--- src/rtl/ann_pkg.sv ---
// Package: ann_pkg
// Shared types and codes for the ANN layer sequencer.
//  seq_state_t           sequencer FSM states
//  LOAD_HOLD..LOAD_L3    pipeline-register load codes driven on load_next
//  COEF_L1..COEF_L3      layer codes driven on coef_select
//  load_code_for_layer   maps a layer code to its pipeline-register load code
package ann_pkg;

  typedef enum logic [2:0] {
    ST_IDLE,
    ST_WAIT_IMG,
    ST_LOAD_IMG,
    ST_REQ_COEF,
    ST_CLEAR,
    ST_ACCUM,
    ST_LATCH,
    ST_DONE
  } seq_state_t;

  localparam logic [2:0] LOAD_HOLD = 3'd0;
  localparam logic [2:0] LOAD_L1   = 3'd1;
  localparam logic [2:0] LOAD_L2   = 3'd2;
  localparam logic [2:0] LOAD_L3   = 3'd3;
  localparam logic [2:0] LOAD_IMG  = 3'd4;

  localparam logic [1:0] COEF_L1 = 2'd0;
  localparam logic [1:0] COEF_L2 = 2'd1;
  localparam logic [1:0] COEF_L3 = 2'd2;

  // The node outputs of layer N are loaded into the pipeline register with code N+1.
  function automatic logic [2:0] load_code_for_layer(input logic [1:0] layer);
    logic [2:0] code;
    case (layer)
      COEF_L1: code = LOAD_L1;
      COEF_L2: code = LOAD_L2;
      default: code = LOAD_L3;
    endcase
    return code;
  endfunction

endpackage

--- src/rtl/ann_layer_sequencer_layer_input_counter.sv ---
// Module: layer_input_counter
// Counts the input index being accumulated for the current layer. The count
// stops at max_in-1 and holds there (no wrap) until cleared.
//  clk     in   1      system clock, rising edge
//  n_rst   in   1      synchronous active-low reset
//  clear   in   1      force count to 0 (priority over enable)
//  enable  in   1      advance count by one unless already at max_in-1
//  max_in  in   CNT_W  number of inputs of the current layer
//  count   out  CNT_W  current input index
//  last    out  1      count equals max_in-1
module layer_input_counter
  import ann_pkg::*;
#(
  parameter int CNT_W = 7
) (
  input  logic             clk,
  input  logic             n_rst,
  input  logic             clear,
  input  logic             enable,
  input  logic [CNT_W-1:0] max_in,
  output logic [CNT_W-1:0] count,
  output logic             last
);

  logic [CNT_W-1:0] count_reg;
  logic [CNT_W-1:0] count_next;

  assign last  = (count_reg == (max_in - CNT_W'(1)));
  assign count = count_reg;

  always_comb begin
    count_next = count_reg;
    if (clear) begin
      count_next = '0;
    end else if (enable && !last) begin
      count_next = count_reg + CNT_W'(1);
    end
  end

  always_ff @(posedge clk) begin
    if (!n_rst) begin
      count_reg <= '0;
    end else begin
      count_reg <= count_next;
    end
  end

endmodule

--- src/rtl/ann_layer_sequencer.sv ---
// Module: ann_layer_sequencer
// Layer-by-layer sequencer for the 3-layer ANN datapath. After start and a
// loaded image it latches the image into the pipeline register, then for each
// layer fetches coefficients by handshake, clears the node accumulators, steps
// them through the layer's inputs and latches the node outputs. done_processing
// pulses after the third layer. All outputs are decoded from registered state.
//  clk                  in   1      system clock, rising edge
//  n_rst                in   1      synchronous active-low reset
//  start_detecting      in   1      request to classify the current image
//  image_weights_loaded in   1      image ready to load
//  coef_ack             in   1      requested layer's coefficients valid
//  abort                in   1      synchronous cancel back to IDLE
//  request_coef         out  1      coefficient request, held until coef_ack
//  coef_select          out  2      layer being requested/processed
//  reset_accum          out  1      clear node accumulators
//  acc_en               out  1      node accumulate enable
//  input_num            out  CNT_W  index of input being accumulated
//  load_next            out  3      pipeline register load code
//  busy                 out  1      high outside IDLE
//  done_processing      out  1      one-cycle completion pulse
module ann_layer_sequencer
  import ann_pkg::*;
#(
  parameter int IMAGE_SIZE   = 64,
  parameter int FIRST_LAYER  = 16,
  parameter int SECOND_LAYER = 8,
  parameter int THIRD_LAYER  = 10,
  parameter int CNT_W        = 7
) (
  input  logic             clk,
  input  logic             n_rst,
  input  logic             start_detecting,
  input  logic             image_weights_loaded,
  input  logic             coef_ack,
  input  logic             abort,
  output logic             request_coef,
  output logic [1:0]       coef_select,
  output logic             reset_accum,
  output logic             acc_en,
  output logic [CNT_W-1:0] input_num,
  output logic [2:0]       load_next,
  output logic             busy,
  output logic             done_processing
);

  seq_state_t       state_reg;
  seq_state_t       state_next;
  logic [1:0]       layer_reg;
  logic [1:0]       layer_next;

  logic [CNT_W-1:0] layer_size [4];
  logic [CNT_W-1:0] max_in;
  logic [CNT_W-1:0] count;
  logic             count_last;

  // Width of each layer indexed by layer code. Layer N consumes the outputs
  // of layer N-1, so entry N is the input count of layer N. The last entry
  // (output-layer width) is never selected while counting.
  for (genvar gi = 0; gi < 4; gi++) begin : g_layer_size
    localparam int SIZE = (gi == 0) ? IMAGE_SIZE :
                          (gi == 1) ? FIRST_LAYER :
                          (gi == 2) ? SECOND_LAYER : THIRD_LAYER;
    assign layer_size[gi] = CNT_W'(SIZE);
  end

  assign max_in = layer_size[layer_reg];

  layer_input_counter #(
    .CNT_W (CNT_W)
  ) u_counter (
    .clk    (clk),
    .n_rst  (n_rst),
    .clear  (state_reg == ST_CLEAR),
    .enable (state_reg == ST_ACCUM),
    .max_in (max_in),
    .count  (count),
    .last   (count_last)
  );

  // State and layer registers.
  always_ff @(posedge clk) begin
    if (!n_rst) begin
      state_reg <= ST_IDLE;
      layer_reg <= COEF_L1;
    end else begin
      state_reg <= state_next;
      layer_reg <= layer_next;
    end
  end

  // Next-state logic. abort overrides every transition; the layer register is
  // left alone on abort because IDLE->WAIT_IMG reloads it anyway.
  always_comb begin
    state_next = state_reg;
    layer_next = layer_reg;
    if (abort) begin
      state_next = ST_IDLE;
    end else begin
      case (state_reg)
        ST_IDLE: begin
          if (start_detecting) begin
            state_next = ST_WAIT_IMG;
            layer_next = COEF_L1;
          end
        end
        ST_WAIT_IMG: begin
          if (image_weights_loaded) begin
            state_next = ST_LOAD_IMG;
          end
        end
        ST_LOAD_IMG: state_next = ST_REQ_COEF;
        ST_REQ_COEF: begin
          if (coef_ack) begin
            state_next = ST_CLEAR;
          end
        end
        ST_CLEAR: state_next = ST_ACCUM;
        ST_ACCUM: begin
          if (count_last) begin
            state_next = ST_LATCH;
          end
        end
        ST_LATCH: begin
          if (layer_reg == COEF_L3) begin
            state_next = ST_DONE;
          end else begin
            state_next = ST_REQ_COEF;
            layer_next = layer_reg + 2'd1;
          end
        end
        ST_DONE: state_next = ST_IDLE;
        default: state_next = ST_IDLE;
      endcase
    end
  end

  // Moore output decode.
  always_comb begin
    request_coef    = 1'b0;
    coef_select     = COEF_L1;
    reset_accum     = 1'b0;
    acc_en          = 1'b0;
    input_num       = '0;
    load_next       = LOAD_HOLD;
    busy            = (state_reg != ST_IDLE);
    done_processing = 1'b0;
    case (state_reg)
      ST_LOAD_IMG: load_next = LOAD_IMG;
      ST_REQ_COEF: begin
        request_coef = 1'b1;
        coef_select  = layer_reg;
      end
      ST_CLEAR: begin
        reset_accum = 1'b1;
        coef_select = layer_reg;
      end
      ST_ACCUM: begin
        acc_en      = 1'b1;
        input_num   = count;
        coef_select = layer_reg;
      end
      ST_LATCH: begin
        load_next   = load_code_for_layer(layer_reg);
        coef_select = layer_reg;
      end
      ST_DONE: done_processing = 1'b1;
      default: ;
    endcase
  end

endmodule
--- config.mk ---
export PLATFORM = sky130hd
export DESIGN_NAME = ann_layer_sequencer
export DESIGN_NICKNAME = d
export VERILOG_FILES = /design/src/rtl/ann_pkg.sv /design/src/rtl/ann_layer_sequencer_layer_input_counter.sv /design/src/rtl/ann_layer_sequencer.sv
export SDC_FILE = /design/constraint.sdc
export NUM_CORES = 1
export LEC_CHECK = 0
export ABC_AREA = 1
export ABC_CLOCK_PERIOD_IN_PS = 1300
export CAP_MARGIN = 0
export CELL_PAD_IN_SITES_DETAIL_PLACEMENT = 0
export CELL_PAD_IN_SITES_GLOBAL_PLACEMENT = 1
export CORE_MARGIN = 5
export CORE_UTILIZATION = 30
export CTS_CLUSTER_SIZE = 14
export DETAILED_ROUTE_END_ITERATION = 12
export GPL_ROUTABILITY_DRIVEN = 0
export PLACE_DENSITY = 0.74
export SKIP_CTS_REPAIR_TIMING = 1
export SLEW_MARGIN = 20
export SYNTH_ARGS = -nofsm -noshare
export SYNTH_HDL_FRONTEND = slang
export SYNTH_SLANG_ARGS = --single-unit
--- constraint.sdc ---
create_clock -name clk -period 1.3 [get_ports clk]
set_input_delay 0.195 -clock clk [delete_from_list [all_inputs] [get_ports clk]]
set_output_delay 0.195 -clock clk [all_outputs]
set_load 0.01 [all_outputs]
---- Yosys cells after proc, flatten, opt, wreduce, memory -nomap -nowiden ----
Index checks and enable logic that the tools add are counted.
word-level totals
  flip-flop bits (word level) ............. 12
  bits of input ports ..................... 6
  logic and storage cells ................. 56
operators by class
  $add $sub $neg .......................... 3
  $lt $le $gt $ge ......................... 1
  equality and inequality tests ........... 15
  muxes and demuxes ....................... 20
  bitwise operators ....................... 3
  reduce and logical (&&, ||, !) cells .... 11
operators by type and width
  kind                 count
  $pmux 3 s8           1
  $mux 7               3
  $mux 3               5
  $bmux 7 s2           1
  $eq 3x3->1 const B   4
  $ne 2x2->1 const B   5
  $pmux 2 s2           2
  $reduce_and 4->1     2
  $add 7x1->7 const B  1
  $eq 7x7->1           1
  $sub 7x1->7 const B  1
  $eq 3x2->1 const B   2
  $mux 2               3
  $pmux 3 s2           1
  $mux 1               4
  $reduce_or 2->1      2
  $reduce_or 4->1      1
  $eq 3x1->1 const B   1
  $ge 3x3->1 const B   1
  $logic_not 3->1      1
  $not 2->3            1
  $reduce_bool 3->1    1
  $add 2x1->2 const B  1
  $eq 2x1->1 const B   1
  other kinds (6)      7

---- Longest topological paths before layout ----
Gate-level depths: netlist of run 1.
  word-level depth ........................ 8
  gate-level depth with buffers ........... 12

---- Hierarchy ----
A second synthesis of run 1 with hierarchy kept.
unflattened totals
  cell total of the unflattened synthesis .. 223
  area, all modules ....................... 1398.8 um^2
by module, submodules not included
  module               times used  cells an instance  area an instance (um^2)
  layer_input_counter  1           119                708.2
  ann_layer_sequencer  1           104                690.7

---- Least setup slack after synthesis of run 1 ----
Ideal clock, no wire load.
  path type ............................... reg-to-reg
  start ................................... reg layer_reg[0]
  end ..................................... reg state_reg[1]
  setup time .............................. 0.115 ns
  data arrival time ....................... 1.368 ns
  setup slack ............................. -0.183 ns
  stages on the path, launching flop included .. 13
  path buffers ............................ 0
  clock period less this slack ............ 1.483 ns
  cells stage by stage .................... dfxtp_1 inv_1 ha_1 inv_1 nand2_1 nand2_1 nand2_1 nand2_1 nand3_4 nand2_4 nand3_1 nand2_1 nor2_1
between the ends
  longest elaborated chain between the ends .. 8
RTL lines
  element                                     line                                           text
  start: declaration                          ann_layer_sequencer.sv:48                      logic [1:0] layer_reg;
  start signal: assignment                    ann_layer_sequencer.sv:87                      layer_reg <= layer_next;
  $not 2->3 (not written as such)             ann_layer_sequencer.sv:66                      assign max_in = layer_size[layer_reg];
  $bmux 7 s2                                  ann_layer_sequencer.sv:66
  $mux 7 (not written as such) (2 in series)  ann_layer_sequencer.sv:66
  $sub 7x1->7                                 ann_layer_sequencer_layer_input_counter.sv:28  assign last = (count_reg == (max_in - CNT_W'(1)));
  $eq 7x7->1                                  ann_layer_sequencer_layer_input_counter.sv:28
  $ne 2x2->1 (no source line)                 -
  $reduce_and 4->1 (no source line)           -
  end signal: assignment                      ann_layer_sequencer.sv:86                      state_reg <= state_next;
  end: declaration                            ann_layer_sequencer.sv:46                      seq_state_t state_reg;
No other way between the ends. The select of a mux whose other input is x is not followed.
A chain may end at the register's enable or synchronous reset.

---- Worst setup path in the final report of run 1 ----
  start ................................... reg layer_reg[1]
  end ..................................... reg u_counter.count_reg[4] (netlist: u_counter.count[4])
between the ends
  longest elaborated chain between the ends .. 8
RTL lines
  element                                     line                                           text
  $not 2->3 (not written as such)             ann_layer_sequencer.sv:66
  $bmux 7 s2                                  ann_layer_sequencer.sv:66
  $mux 7 (not written as such) (2 in series)  ann_layer_sequencer.sv:66
  $sub 7x1->7                                 ann_layer_sequencer_layer_input_counter.sv:28
  $eq 7x7->1                                  ann_layer_sequencer_layer_input_counter.sv:28
  $logic_not 1->1                             ann_layer_sequencer_layer_input_counter.sv:35  end else if (enable && !last) begin
  $logic_and 1x1->1                           ann_layer_sequencer_layer_input_counter.sv:35
  end signal: assignment                      ann_layer_sequencer_layer_input_counter.sv:44  count_reg <= count_next;
  end: declaration                            ann_layer_sequencer_layer_input_counter.sv:25  logic [CNT_W-1:0] count_reg;
No other way between the ends. The select of a mux whose other input is x is not followed.

==> run_results.csv, run 1 <==
group,metric,value,unit
run_status,status,"complete, but fails checks",
run_status,violations,"negative setup slack",
yosys,synth.distinct_cells,24,
yosys,synth_top_area_share,24.8,%
setup_path,critical-path-top-delay-family,"simple AND/OR/NAND/NOR gates",
clocking,cts-buffers-inserted,3,
floorplanning,die_h,66.8,µm
final_layout,layout-drive-gt1-share,52.4,%
power_and_ir_drop,power,908,µW
yosys,avgSynthCellArea,6.45,µm²
power_and_ir_drop,internal_power,649,µW
power_and_ir_drop,p_per_area,538,nW/µm²
clocking,clock-sinks,12,
yosys,netlist_area,967,µm²
yosys,synthTopCellsByArea,"dfxtp_1 (25%), nand2_1 (12%), inv_1 (8.9%)",
timing,relSlewSlack,80.1,%
placement,portBuffers,22,
grt,grt_pass1_wl,4.39,mm
grt,antenna_found_initial,0,
grt,grt_max_degree,11,
grt,grt_pass1_vias,1012,
yosys,syn_nets,162,
power_and_ir_drop,pwr-share-seq,42.3,%
yosys,syn_inst,150,
routing,via_per_inst,4.44,
setup_path,startpoint_type,"flop",
routing,drtIter0Drc,26,
grt,grt.overflow.total,0,
timing,timing_worst_slew_pin_value,0.297,ns
routing,wl,2.92,mm
routing,drc,0,
yosys,yosysTopAreaCell,"dfxtp_1",
yosys,synth_seq_cells,12,
floorplanning,die_area,4460,µm²
clocking,worstSkewPairLatency,0.27,ns
final_layout,final_cell_mix,"nand2_1 (27), buf_4 (26), inv_1 (17)",
timing,fin_crit_sh,113,%
timing,finalCriticalPeriod,1.47,ns
floorplanning,dieWidth,66.8,µm
power_and_ir_drop,net-switching-power,259,µW
floorplanning,rows,20,
setup_path,cp_num_buf_inv,2,
setup_path,worst_path_max_delay_cell,"dfxtp_4",
grt,grt_util_all_layers,12.9,%
yosys,ys_seq_area_share,24.8,%
final_layout,final-seq-area,259,µm²
final_layout,post-route-cell-area,1690,µm²
setup_path,reg2reg_slack,-0.17,ns
clocking,htreeDepth,1,
setup_path,worst_ep_required_time,1.47,ns
final_layout,multiInputGateArea,772,µm²
power_and_ir_drop,p_leak,0.838,nW
placement,placed_area,1480,µm²
routing,dr.pass1.iters,4,
setup_path,crit_fanout,5,
power_and_ir_drop,power_frac_clock,33.6,%
setup_path,worstSetupPathType,"flop to flop",
final_layout,antennaDiodeCount,0,
job,drv_cap,0,
routing,wire_per_inst,11.5,µm
timing,max_clock_freq,0.681,GHz
power_and_ir_drop,combPwrFrac,24.2,%
floorplanning,ioPinCount,23,
yosys,yosysWarnings,0,
final_layout,layout_commonest_cell,"nand2_1",
timing,finalHoldViolCount,0,
setup_path,critPathMostFrequentCell,"buf_6",
placement,hpwlAfterDp,2.14,mm
timing,slew_violations,0,
setup_path,cp_slowest_stage_delay,0.38,ns
routing,vias,1127,
final_layout,area_growth,74.5,%
setup_path,timing.critical_path.cells,"buf_6, ha_4, nand2_2, nand3_2, nor2_4, nand3_4, buf_6, nand3_1, a21oi_2",
setup_path,crit_arrival,1.64,ns
clocking,cts_tree,"done",
power_and_ir_drop,peakVddDrop,0.255,mV
floorplanning,start_util,31.4,%
power_and_ir_drop,switching_share,28.6,%
timing,finalSetupViolations,26,
clocking,clockRootBuffer,"clkbuf_4",
timing,worst_slack,-0.169,ns
clocking,clk_path_buf_depth,2,
clocking,clk_pin_slew,0.08,ns
final_layout,final_nets,223,
timing,rsz0062_at_grt,"yes",
setup_path,end_kind,"flop",
floorplanning,core_area,3080,µm²
timing,fin_setup_tns,-3.08,ns
final_layout,n_fill_cell,313,
min_path,hp-class,"input port to flop",
routing,ant_nets,0,
final_layout,largest_reg_flops,7,
timing,skew,0.00477,ns
## cell type report
class / count / area share [%]
clock buffers: 4 / 2.15
inverters: 28 / 7.19
multi-input cells: 109 / 45.7
flip-flops and latches: 12 / 15.3
well taps: 44 / 3.26
repair buffers: 57 / 26.3
## metal layers
layer  routed length (µm)  global-route usage (%)
met2                 1570                    24.0
met1                 1210                    14.1
met5                    0                       0
met4                   23                    5.33
met3                  117                    2.36
## cells in the mapped netlist, drive strengths merged
master and count:
a21oi 9, buf 2, clkinv 1, dfxtp 12, ha 6, inv 27, nand2 35, nand3 19
nand3b 2, nor2 26, nor3 2, nor4 1, o21ai 4, xor2 4
## power groups by stage
stage	clock network, mW	registers (mW)	logic [mW]
6_report	0.305	0.384	0.220
5_1_grt	0.333	0.386	0.241
4_1_cts	0.318	0.383	0.170
3_5_place_dp	0	0.392	0.169
3_3_place_gp	0	0.391	0.168
2_1_floorplan	0	0.386	0.111
## worst paths after layout
check / startpoint / to / cells after the start
setup / recovery: layer_reg[1] / u_counter.count[4] / 9
hold / removal: n_rst / layer_reg[0] / 3
setup reg to reg: layer_reg[1] / u_counter.count[4] / 9
hold reg to reg: u_counter.count[4] / u_counter.count[4] / 2
## worst min-delay path: stages
cell	delay [ns]
clkdlybuf4s50_1	0.42
o21ai_1	0.08
nor2_1	0.05
## per-stage QoR
stage                     setup WS [ns]  utilization [%]  cells  hold slack, ns
final                            -0.169             54.8    254           0.502
after global routing             -0.284             54.8    254           0.520
after CTS                        -0.610             49.2    245           0.492
after detailed placement         -0.289             48.0    241           0.499
after floorplan                 -0.0649                -    150           0.331
after global placement           -0.262             48.0    241           0.492
## cell families after synthesis
family	synth area share (%)
AND/OR/NAND/NOR	44.1
buffers and inverters	12.9
XOR/XNOR	3.62
flip-flops	24.8
adder cells (fa/ha/maj)	7.76
AO/OA/AOI/OAI	6.73
No activity file was read; power rests on OpenSTA's default activity.
==> run 2: changes to the inputs <==
--- a/config.mk
+++ b/config.mk
@@ -6,16 +6,16 @@
 export NUM_CORES = 1
 export LEC_CHECK = 0
 export ABC_AREA = 1
-export ABC_CLOCK_PERIOD_IN_PS = 1300
+export ABC_CLOCK_PERIOD_IN_PS = 1900
 export CAP_MARGIN = 0
 export CELL_PAD_IN_SITES_DETAIL_PLACEMENT = 0
 export CELL_PAD_IN_SITES_GLOBAL_PLACEMENT = 1
 export CORE_MARGIN = 5
-export CORE_UTILIZATION = 30
+export CORE_UTILIZATION = 25
 export CTS_CLUSTER_SIZE = 14
 export DETAILED_ROUTE_END_ITERATION = 12
 export GPL_ROUTABILITY_DRIVEN = 0
-export PLACE_DENSITY = 0.74
+export PLACE_DENSITY = 0.61
 export SKIP_CTS_REPAIR_TIMING = 1
 export SLEW_MARGIN = 20
 export SYNTH_ARGS = -nofsm -noshare
==> constraint.sdc (replaced) <==
create_clock -name clk -period 1.9 [get_ports clk]
set_input_delay 0.285 -clock clk [delete_from_list [all_inputs] [get_ports clk]]
set_output_delay 0.285 -clock clk [all_outputs]
set_load 0.01 [all_outputs]
==> run 2 against run 1 <==
Compared with the run above: global-route usage shrank 2.5 points; largest power group is now the clock network; the flow now finishes without violations; final area shrank 20%; highest routed layer unchanged; utilization shrank 18 points; combinational power shrank 58%; count of clock-buffer cells in the layout is the same; sequential cell count is the same; clock power shrank 5%; critical path depth shrank 4; hold slack lost 0.0078 ns.
==> run_results.csv, run 2 (same netlist as run 1, synthesis figures left out) <==
group,metric,value,unit
run_status,status,"completed",
power_and_ir_drop,power_frac_clock,44.8,%
grt,grt_pass1_vias,995,
routing,wire_per_inst,11.4,µm
grt,antenna_found_initial,0,
setup_path,end_kind,"output port",
floorplanning,die_area,5210,µm²
routing,wl,2.55,mm
grt,grt.overflow.total,0,
setup_path,crit_arrival,1.50,ns
job,drv_cap,0,
final_layout,antennaDiodeCount,0,
clocking,clock-sinks,12,
routing,drc,0,
timing,relSlewSlack,81.6,%
timing,skew,0.00163,ns
power_and_ir_drop,switching_share,25.9,%
clocking,cts-buffers-inserted,3,
setup_path,cp_num_buf_inv,3,
timing,slew_violations,0,
clocking,htreeDepth,1,
power_and_ir_drop,peakVddDrop,0.197,mV
power_and_ir_drop,internal_power,478,µW
timing,worst_slack,0.112,ns
min_path,hp-class,"flop to flop",
clocking,clockRootBuffer,"clkbuf_8",
timing,finalCriticalPeriod,1.79,ns
clocking,clk_pin_slew,0.06,ns
final_layout,layout-drive-gt1-share,15.3,%
final_layout,area_growth,40.0,%
routing,vias,969,
floorplanning,die_h,72.2,µm
grt,grt_max_degree,11,
setup_path,startpoint_type,"flop",
clocking,cts_tree,"done",
placement,placed_area,1240,µm²
timing,max_clock_freq,0.559,GHz
final_layout,final_cell_mix,"nand2_1 (32), inv_1 (23), nor2_1 (22)",
routing,drtIter0Drc,42,
timing,fin_setup_tns,0,ns
timing,timing_worst_slew_pin_value,0.275,ns
timing,finalHoldViolCount,0,
clocking,worstSkewPairLatency,0.24,ns
placement,portBuffers,22,
floorplanning,core_area,3720,µm²
final_layout,layout_commonest_cell,"nand2_1",
timing,fin_crit_sh,94.1,%
setup_path,worstSetupPathType,"flop to output port",
timing,finalSetupViolations,0,
placement,hpwlAfterDp,2.03,mm
power_and_ir_drop,pwr-share-seq,40.8,%
routing,dr.pass1.iters,4,
setup_path,cp_slowest_stage_delay,0.53,ns
routing,via_per_inst,4.33,
grt,grt_pass1_wl,4.35,mm
floorplanning,dieWidth,72.2,µm
power_and_ir_drop,p_per_area,477,nW/µm²
clocking,clk_path_buf_depth,2,
floorplanning,rows,22,
power_and_ir_drop,net-switching-power,168,µW
setup_path,worst_path_max_delay_cell,"clkdlybuf4s50_1",
power_and_ir_drop,combPwrFrac,14.5,%
setup_path,timing.critical_path.cells,"inv_4, nor2_4, nand2_4, clkinv_2, clkdlybuf4s50_1",
final_layout,post-route-cell-area,1350,µm²
timing,rsz0062_at_grt,"no",
routing,ant_nets,0,
final_layout,largest_reg_flops,7,
floorplanning,start_util,26.0,%
placement,preCtsSetupSlack,0.0880,ns
setup_path,critical-path-top-delay-family,"buffers and inverters",
setup_path,worst_ep_required_time,1.62,ns
floorplanning,ioPinCount,23,
power_and_ir_drop,power,646,µW
setup_path,crit_fanout,9,
final_layout,final_nets,189,
power_and_ir_drop,p_leak,0.804,nW
final_layout,fin_util,36.4,%
grt,grt_util_all_layers,10.4,%
## run 2: cell count changes in the layout (fill, tap and decap cells not counted), moves of 6 or more
cell and delta:
buf_4 -24, dlymetal6s2s_1 +11, clkdlybuf4s50_1 +6, inv_1 +6
buf_2 -13, nor2_2 -8, buf_6 -11, nor2_1 +8
## run 2: area by class of cell
type                    instances  area, µm²
inverters                      28        109
clock buffers                   4       55.1
well taps                      48       60.1
multi-input cells             108        614
flip-flops and latches         12        253
fillers                       420       2360
repair buffers                 24        263
## run 2: power groups by stage
stage,sequential [mW],combinational [mW],clock [mW]
finish,0.263,0.0934,0.289
global route,0.264,0.108,0.312
CTS,0.265,0.0936,0.301
detailed placement,0.270,0.0931,0
global placement,0.270,0.0937,0
floorplan,0.264,0.0678,0
## run 2: worst reg2reg max path, cell delays in order, from the launching register on
cell and delay (ns):
dfxtp_2 0.37, inv_1 0.09, ha_1 0.22, inv_1 0.08, nand2_1 0.06, nand2_1 0.06, nand2_1 0.04, nand2_1 0.10
nand3_4 0.14, nand2_4 0.16, o21ai_1 0.09, nand2_1 0.08, inv_1 0.04
## run 2: per-stage QoR
step,std cells,hold slack (ns)
2_1_floorplan,150,0.431
3_3_place_gp,220,0.484
3_5_place_dp,220,0.485
4_1_cts,224,0.495
5_1_grt,224,0.531
6_report,224,0.495
## run 2: path summary, 6_finish.rpt
check | start | endpoint | slack [ns] | cells after the start
worst max-delay path | state_reg[2] | acc_en | 0.11 | 5
worst min-delay path | u_counter.count[4] | u_counter.count[4] | 0.49 | 2
worst max register to register | layer_reg[1] | state_reg[2] | 0.27 | 12
worst min register to register | u_counter.count[4] | u_counter.count[4] | 0.49 | 2
## run 2: per-layer routing
layer  track usage, %  wire length [µm]  vias to the layer above
met5                0                 0                        -
met4             3.76                29                        0
met3             2.35                95                        4
met2             17.3              1170                       17
met1             13.0              1250                      431
li1                 -                 -                      517
==> run 3: changes to the inputs <==
--- a/config.mk
+++ b/config.mk
@@ -6,7 +6,6 @@
 export NUM_CORES = 1
 export LEC_CHECK = 0
 export ABC_AREA = 1
-export ABC_CLOCK_PERIOD_IN_PS = 1900
 export CAP_MARGIN = 0
 export CELL_PAD_IN_SITES_DETAIL_PLACEMENT = 0
 export CELL_PAD_IN_SITES_GLOBAL_PLACEMENT = 1
==> results of run 3 <==
No change in the layout: final DEF, timing and power equal those of run 2.
